$ cat src/rtl/wmr_burst_seq.sv
// Burst sequencer: expands one go request into a series of single-word
// start/finish four-phase handshakes towards a downstream write/read FSM,
// walking consecutive addresses and incrementing write data per word.
// Read bursts capture each returned word and keep a running XOR.
// Optional watchdog: define WMR_SEQ_TIMEOUT_EN to abort a stalled handshake
// after TIMEOUT_CYC cycles in REQ or REL (sets sticky error, still pulses done).
module wmr_burst_seq #(
  parameter int unsigned DATA_W      = 32,
  parameter int unsigned ADDR_W      = 3,
  parameter int unsigned TIMEOUT_CYC = 255
) (
  input  logic              clk,
  input  logic              rst_n,
  input  logic              go,
  input  logic              burst_wr,
  input  logic [ADDR_W-1:0] base_addr,
  input  logic [3:0]        burst_len,
  input  logic [DATA_W-1:0] seed_data,
  input  logic              finish,
  input  logic [DATA_W-1:0] rd_data,
  output logic              start,
  output logic              wren,
  output logic [ADDR_W-1:0] address,
  output logic [DATA_W-1:0] write_data,
  output logic              busy,
  output logic              done,
  output logic              rd_valid,
  output logic [DATA_W-1:0] rd_word,
  output logic [DATA_W-1:0] rd_xor,
  output logic              error
);

  localparam int unsigned LEN_W   = 4;
  localparam int unsigned IDX_W   = 3;
  localparam int unsigned MAX_LEN = 8;

  typedef enum logic [1:0] {
    S_IDLE = 2'd0,
    S_REQ  = 2'd1,
    S_REL  = 2'd2,
    S_DONE = 2'd3
  } state_t;

  // A zero watchdog limit would abort every word immediately
  if (TIMEOUT_CYC == 0) begin : g_bad_timeout
    $error("wmr_burst_seq: TIMEOUT_CYC must be at least 1");
  end

  state_t              state_q, state_d;
  logic [IDX_W-1:0]    idx_q, idx_d;
  logic                wr_q, wr_d;
  logic [ADDR_W-1:0]   base_q, base_d;
  logic [LEN_W-1:0]    len_q, len_d;
  logic [DATA_W-1:0]   seed_q, seed_d;

  logic                start_d, wren_d, busy_d, done_d, rd_valid_d, error_d;
  logic [ADDR_W-1:0]   address_d;
  logic [DATA_W-1:0]   write_data_d, rd_word_d, rd_xor_d;

  logic [LEN_W-1:0]    len_clamped;
  logic [LEN_W-1:0]    idx_next;
  logic                more_words;
  logic                tmo_hit;

  // Lengths above the supported maximum saturate
  assign len_clamped = (burst_len > LEN_W'(MAX_LEN)) ? LEN_W'(MAX_LEN) : burst_len;
  assign idx_next    = LEN_W'({1'b0, idx_q}) + LEN_W'(1);
  assign more_words  = (idx_next < len_q);

`ifdef WMR_SEQ_TIMEOUT_EN
  localparam int unsigned TMO_W = $clog2(TIMEOUT_CYC + 1);

  logic [TMO_W-1:0] tmo_q, tmo_d;

  assign tmo_hit = (tmo_q == TMO_W'(TIMEOUT_CYC));

  // Watchdog count: restart on every entry to REQ/REL, count while waiting
  always_comb begin
    tmo_d = tmo_q;
    if ((state_d == S_REQ || state_d == S_REL) && state_d != state_q) begin
      tmo_d = '0;
    end else if ((state_q == S_REQ || state_q == S_REL) && !tmo_hit) begin
      tmo_d = tmo_q + TMO_W'(1);
    end
  end

  // Watchdog counter register
  always_ff @(posedge clk or negedge rst_n) begin
    if (!rst_n) begin
      tmo_q <= '0;
    end else begin
      tmo_q <= tmo_d;
    end
  end
`else
  assign tmo_hit = 1'b0;
`endif

  // Next-state and next-output logic
  always_comb begin
    state_d      = state_q;
    idx_d        = idx_q;
    wr_d         = wr_q;
    base_d       = base_q;
    len_d        = len_q;
    seed_d       = seed_q;
    start_d      = start;
    wren_d       = wren;
    address_d    = address;
    write_data_d = write_data;
    rd_valid_d   = 1'b0;
    rd_word_d    = rd_word;
    rd_xor_d     = rd_xor;
    error_d      = error;

    case (state_q)
      S_IDLE: begin
        if (go) begin
          wr_d         = burst_wr;
          base_d       = base_addr;
          len_d        = len_clamped;
          seed_d       = seed_data;
          idx_d        = '0;
          rd_xor_d     = '0;
          error_d      = 1'b0;
          wren_d       = burst_wr;
          address_d    = base_addr;
          write_data_d = seed_data;
          if (len_clamped == '0) begin
            state_d = S_DONE;
          end else begin
            state_d = S_REQ;
            start_d = 1'b1;
          end
        end
      end

      S_REQ: begin
        if (tmo_hit) begin
          error_d = 1'b1;
          start_d = 1'b0;
          state_d = S_DONE;
        end else if (finish) begin
          start_d = 1'b0;
          state_d = S_REL;
          if (!wr_q) begin
            rd_word_d  = rd_data;
            rd_xor_d   = rd_xor ^ rd_data;
            rd_valid_d = 1'b1;
          end
        end
      end

      S_REL: begin
        if (tmo_hit) begin
          error_d = 1'b1;
          state_d = S_DONE;
        end else if (!finish) begin
          if (more_words) begin
            idx_d        = IDX_W'(idx_next);
            address_d    = base_q + ADDR_W'(idx_next);
            write_data_d = seed_q + DATA_W'(idx_next);
            start_d      = 1'b1;
            state_d      = S_REQ;
          end else begin
            state_d = S_DONE;
          end
        end
      end

      S_DONE: begin
        state_d = S_IDLE;
      end

      default: begin
        state_d = S_IDLE;
        start_d = 1'b0;
      end
    endcase

    busy_d = (state_d != S_IDLE);
    done_d = (state_d == S_DONE);
  end

  // State and burst context registers
  always_ff @(posedge clk or negedge rst_n) begin
    if (!rst_n) begin
      state_q <= S_IDLE;
      idx_q   <= '0;
      wr_q    <= 1'b0;
      base_q  <= '0;
      len_q   <= '0;
      seed_q  <= '0;
    end else begin
      state_q <= state_d;
      idx_q   <= idx_d;
      wr_q    <= wr_d;
      base_q  <= base_d;
      len_q   <= len_d;
      seed_q  <= seed_d;
    end
  end

  // Registered outputs
  always_ff @(posedge clk or negedge rst_n) begin
    if (!rst_n) begin
      start      <= 1'b0;
      wren       <= 1'b0;
      address    <= '0;
      write_data <= '0;
      busy       <= 1'b0;
      done       <= 1'b0;
      rd_valid   <= 1'b0;
      rd_word    <= '0;
      rd_xor     <= '0;
      error      <= 1'b0;
    end else begin
      start      <= start_d;
      wren       <= wren_d;
      address    <= address_d;
      write_data <= write_data_d;
      busy       <= busy_d;
      done       <= done_d;
      rd_valid   <= rd_valid_d;
      rd_word    <= rd_word_d;
      rd_xor     <= rd_xor_d;
      error      <= error_d;
    end
  end

endmodule

$ cat config.mk
export PLATFORM = sky130hd
export DESIGN_NAME = wmr_burst_seq
export DESIGN_NICKNAME = d
export VERILOG_FILES = /design/src/rtl/wmr_burst_seq.sv
export SDC_FILE = /design/constraint.sdc
export NUM_CORES = 1
export LEC_CHECK = 0
export ABC_AREA = 1
export CAP_MARGIN = 20
export CELL_PAD_IN_SITES_DETAIL_PLACEMENT = 0
export CELL_PAD_IN_SITES_GLOBAL_PLACEMENT = 2
export CORE_ASPECT_RATIO = 0.6
export CORE_MARGIN = 2
export CORE_UTILIZATION = 30
export DETAILED_ROUTE_END_ITERATION = 8
export PLACE_DENSITY = 0.83
export SLEW_MARGIN = 30
export SYNTH_ARGS = -nofsm -noshare
export SYNTH_HDL_FRONTEND = slang
export SYNTH_SLANG_ARGS = --single-unit
export TNS_END_PERCENT = 5
$ cat constraint.sdc
create_clock -name clk -period 5.6 [get_ports clk]
set_clock_uncertainty 0.05 [all_clocks]
set_input_delay 0.84 -clock clk [delete_from_list [all_inputs] [get_ports clk]]
set_output_delay 0.84 -clock clk [all_outputs]
set_load 0.03 [all_outputs]
# After elaboration in Yosys (flattened, before gate mapping)
# Index checks and enable logic that the tools add are counted.
# Widths: inputs -> output; s select.
totals:
  ff_bits: 148
  inputBits: 76
  out_inout_bits: 105
  wordCells: 74
op_classes:
  n_addsub: 3
  order_cmp: 2
  n_eq_ne: 10
  muxes: 32
  bitwise_logic: 2
  reduce_logical: 11
op_table:
  columns: ["operator", "count"]
  rows:
  - ["$mux 32", 6]
  - ["$pmux 32 s2", 2]
  - ["$add 32x4->32", 1]
  - ["$xor 32x32->32", 1]
  - ["$mux 3", 6]
  - ["$ne 2x2->1 const B", 6]
  - ["$pmux 3 s2", 2]
  - ["$mux 2", 5]
  - ["$mux 1", 8]
  - ["$pmux 2 s4", 1]
  - ["$reduce_and 4->1", 2]
  - ["$eq 2x2->1 const B", 3]
  - ["$reduce_and 6->1", 1]
  - ["$reduce_bool 2->1", 3]
  - ["$add 3x1->4 const B", 1]
  - ["$gt 4x4->1 const B", 1]
  - ["$logic_not 4->1", 1]
  - ["$lt 4x4->1", 1]
  - ["$mux 4", 1]
  - ["$add 3x3->3", 1]
  - ["$pmux 1 s3", 1]
  - ["$reduce_and 3->1", 1]
  - ["$reduce_bool 3->1", 1]
  - ["$eq 2x1->1 const B", 1]
  - ["other kinds (3)", 3]

# Longest topological paths before layout
depth:
  word_depth: 7
  ltp_mapped: 15
  mapped_depth_nobuf: 15

# Least setup slack after synthesis
# No wires, ideal clock.
synth_timing:
  path_type: "register to register"
  start: "register idx_q[0]"
  end: "register write_data[18]"
  setup_ns: 0.117
  t_arrival_ns: 1.901
  required_ns: 5.433
  setup_slack_ns: 3.532
  path_stages_with_launch: 13
  path_cell_list: "dfrtp_1 > ha_1 > xor2_1 > ha_1 > nand3_1 > nand2_1 > nand2_1 > nor2_2 > nand3_1 > nand2_1 > nand2_1 > nand2_1 > nand2_1"
synth_between:
  elab_chain_cells: 5
  word_cells_on_any_way: 8
  classes_between: "add/sub: 2; order compare: 1; eq/ne: 1; mux: 3; reduce/logical: 1"
synth_lines:
  columns: ["element", "line_no", "text"]
  rows:
  - ["from (decl)", "50", "logic [IDX_W-1:0] idx_q, idx_d;"]
  - ["from (signal assigned)", "196", "idx_q <= idx_d;"]
  - ["$add 3x1->4 (*)", "67", "assign idx_next = LEN_W'({1'b0, idx_q}) + LEN_W'(1);"]
  - ["$add 32x4->32", "162", "write_data_d = seed_q + DATA_W'(idx_next);"]
  - ["$mux 32", "159", "if (more_words) begin"]
  - ["$mux 32", "158", "end else if (!finish) begin"]
  - ["$pmux 32 s2", "116", "case (state_q)"]
  - ["to (signal assigned)", "221", "write_data <= write_data_d;"]
  - ["to (decl)", "24", "output logic [DATA_W-1:0] write_data,"]
# Every way passes the cells marked *; elsewhere a longest branch is shown, timed or not. The select of a mux whose other input is x is not followed.
# A chain may end at the register's enable or synchronous reset.

# Final worst setup path
layout_timing:
  start: "register idx_q[0]"
  end: "register idx_q[1]"
layout_between:
  elab_chain_cells: 4
  word_cells_on_any_way: 7
  classes_between: "add/sub: 1; order compare: 1; eq/ne: 1; mux: 3; reduce/logical: 1"
layout_lines:
  columns: ["element", "line_no"]
  rows:
  - ["$add 3x1->4 (*)", "67"]
  - ["$lt 4x4->1 or $mux 3 (tied branches)", "68, 159"]
  - ["$ne 2x2->1 (no line) or $mux 3 (tied branches)", null]
  - ["$reduce_and 4->1 (no line) or $pmux 3 s2 (tied branches)", null]
# Marked as above.

==> run_results.csv <==
group,metric,value,unit
routing,vias,6747,
worst_setup_path,critPathRequiredTime,5.90,ns
logic_synthesis,ys_seq_area_frac,0.491,
layout,fillers,2471,
logic_synthesis,ys_ff_latch,148,
cts,post_cts_resize_count,0,
cts,clock_latency,0.44,ns
floorplanning,dieArea,26500,um^2
worst_setup_path,worstSetupPathType,"reg -> reg",
grt,antenna_found_initial,0,
layout,layout_commonest_cell,"nand2_1",
worst_setup_path,critPathCaptureType,"register",
worst_setup_path,cp_common_cell,"nand2_1",
layout,final_cell_mix,"nand2_1, clkdlybuf4s50_1, dfrtp_1",
worst_setup_path,crit_path_start_kind,"register",
worst_setup_path,path_max_fanout,24,
routing,wire_per_inst,15.9,um
grt,grt_pass1_vias,6267,
floorplanning,core_area,24400,um^2
routing,vias_per_cell,4.50,
cts,cts-root-buf,"clkbuf_16",
placement,dp_hpwl,17400,um
logic_synthesis,synth_top_area_share,0.491,
logic_synthesis,synth_nets,1085,
layout,nets,1254,
sta,fin_setup_tns,0,ns
grt,track_usage,0.186,
floorplanning,start_util,0.309,
layout,final_area,10200,um^2
layout,syn2layout_area_growth,35.6,%
worst_setup_path,slowest_delay,0.57,ns
routing,drt_drc_violations_left,0,
routing,final_antenna_net_count,0,
worst_setup_path,path_buf_inv,2,
job,drv_cap,0,
logic_synthesis,yosysWarnings,0,
floorplanning,die_h,127,um
power_and_ir_drop,power,6.41,mW
logic_synthesis,syn-instance-count,995,
cts,cts_buffers,17,
logic_synthesis,netlist_area,7550,um^2
worst_setup_path,crit_arrival,3.32,ns
grt,grt_max_degree,64,
cts,clkSinkCount,148,
logic_synthesis,synth_top_family_by_area,"simple AND/OR/NAND/NOR gates",
sta,fmax,332,MHz
grt,overflow,0,
cts,hold_buffers,0,
logic_synthesis,yosys.area_share.simple,0.291,
logic_synthesis,synthAdderAreaFrac,0.0252,
sta,worst_slew_pin_slew,0.762,ns
logic_synthesis,ys_top_cells_by_area,"dfrtp_1, nand2_1, o21ai_0, inv_1, nor2_1",
grt,grt_pass1_wl,37500,um
sta,min_period_over_period,0.538,
sta,hold_viol,0,
sta,holdWs,0.304,ns
logic_synthesis,yosysTopAreaCell,"dfrtp_1",
logic_synthesis,synth.mux.area_fraction,0,
logic_synthesis,ys_types,33,
placement,dpl_cell_area,9610,um^2
floorplanning,die_w,209,um
power_and_ir_drop,peakVddDrop,0.265,mV
floorplanning,row_count,44,
logic_synthesis,avgSynthCellArea,7.59,um^2
layout,drive_gt1_frac,0.0672,
cts,clk_pin_slew_worst_paths,0.06,ns
cts,cts_buffer_depth,2,
sta,finalSetupViolations,0,
routing,wirelength,23800,um
placement,port_buffers,179,
floorplanning,ios,181,
layout,final_util,0.419,
hold_path,hp-class,"in -> async",
layout,n_antenna_cell,0,
sta,rsz0062_at_grt,"no",
power_and_ir_drop,power_leakage,4.77,nW
worst_setup_path,path_cells,"ha_1, xor2_1, ha_1, nand2_1, inv_1, nand2_1, nand2_1, nand2_1, nand3b_2, inv_2, nand3_1, o21ai_1",
routing,drt_iter0_drc,478,
power_and_ir_drop,power_per_cell_area,626,nW/um^2
worst_setup_path,cpMaxStageDelayCell,"inv_2",
logic_synthesis,synth_compound_area_frac,0.109,
cts,postCtsSetupRepairBufs,0,
sta,slew_viol_final,0,
cts,htreeDepth,4,
worst_setup_path,cpLargestDelayFamily,"simple AND/OR/NAND/NOR gates",
outcome,status,"finished, final reports clean",
placement,place_congestion,0.847,
cts,cts_tree,"yes",
logic_synthesis,synth_xor_xnor_area_share,0.00580,
sta,post-route-min-period,3.02,ns
sta,slew_headroom,0.492,
routing,first_pass_iters,5,
==> power by group <==
group | internal (mW) | leakage, nW | switching (mW)
registers | 1.59 | 1.84 | 0.406
logic | 1.18 | 2.64 | 2.01
clock network | 0.756 | 0.297 | 0.463
total | 3.53 | 4.77 | 2.88
==> sequential cells by signal (all words and copies together), names as in the netlist <==
register and flops:
address 3, base_q 3, busy 1, done 1, idx_q 3, len_q 4
rd_valid 1, rd_word 32, rd_xor 32, seed_q 32, start 1, state_q 2
wren 1, write_data 32
==> area by class of cell <==
class | instances | area (um^2) | share of cell area
flip-flops and latches | 148 | 3700 | 0.362
multi-input cells | 705 | 3260 | 0.319
repair buffers | 186 | 1850 | 0.180
clock buffers | 23 | 498 | 0.0486
well taps | 322 | 403 | 0.0394
inverters | 106 | 399 | 0.0390
clock inverters | 8 | 123 | 0.0120
==> Yosys cell counts <==
library cell  count
nand2_1         339
dfrtp_1         148
inv_1           102
o21ai_0          90
nor2_1           86
nand3_1          57
a21oi_1          37
o21ai_1          28
nor2_2           23
clkbuf_1         17
buf_2            13
ha_1             12
nor2_4            7
inv_2             4
nand4_1           4
nand3b_1          3
o22ai_1           3
xor2_1            3
buf_1             2
buf_6             2
fa_1              2
xnor2_1           2
buf_12            1
buf_4             1
conb_1            1
nand2_2           1
nand3b_2          1
nor3_1            1
nor3_4            1
o21a_1            1
o21ai_4           1
o31ai_1           1
or2_2             1
==> final timing paths <==
check	slack, ns	start	to	cells after the start
worst min register to register	0.41	rd_xor[2]	rd_xor[2]	1
max in group asynchronous	4.04	rst_n	rd_valid	2
worst min-delay path	0.30	rst_n	write_data[24]	1
worst max-delay path	2.58	idx_q[0]	idx_q[1]	12
worst max register to register	2.58	idx_q[0]	idx_q[1]	12
min in group clk	0.41	rd_xor[2]	rd_xor[2]	1
==> metal layers <==
| metal | wire [um] | up-vias | global-route usage |
|---|---|---|---|
| li1 | - | 3481 | - |
| met1 | 13500 | 3128 | 0.306 |
| met2 | 9040 | 122 | 0.232 |
| met3 | 998 | 16 | 0.0443 |
| met4 | 219 | 0 | 0.0504 |
| met5 | 0 | - | 0 |
==> metrics by stage <==
step,std cells,setup slack (ns)
finish,1498,2.58
global route,1498,2.24
CTS,1498,2.57
detailed placement,1467,2.56
global placement,1467,2.63
floorplan,995,3.53
==> kinds of logic after synthesis <==
kind of cell / after synthesis
other: 1
flip-flops: 148
XOR/XNOR: 5
AO/OA/AOI/OAI: 161
AND/OR/NAND/NOR: 524
adder cells (fa/ha/maj): 14
buffers and inverters: 142
No activity file was read; power rests on OpenSTA's default activity.
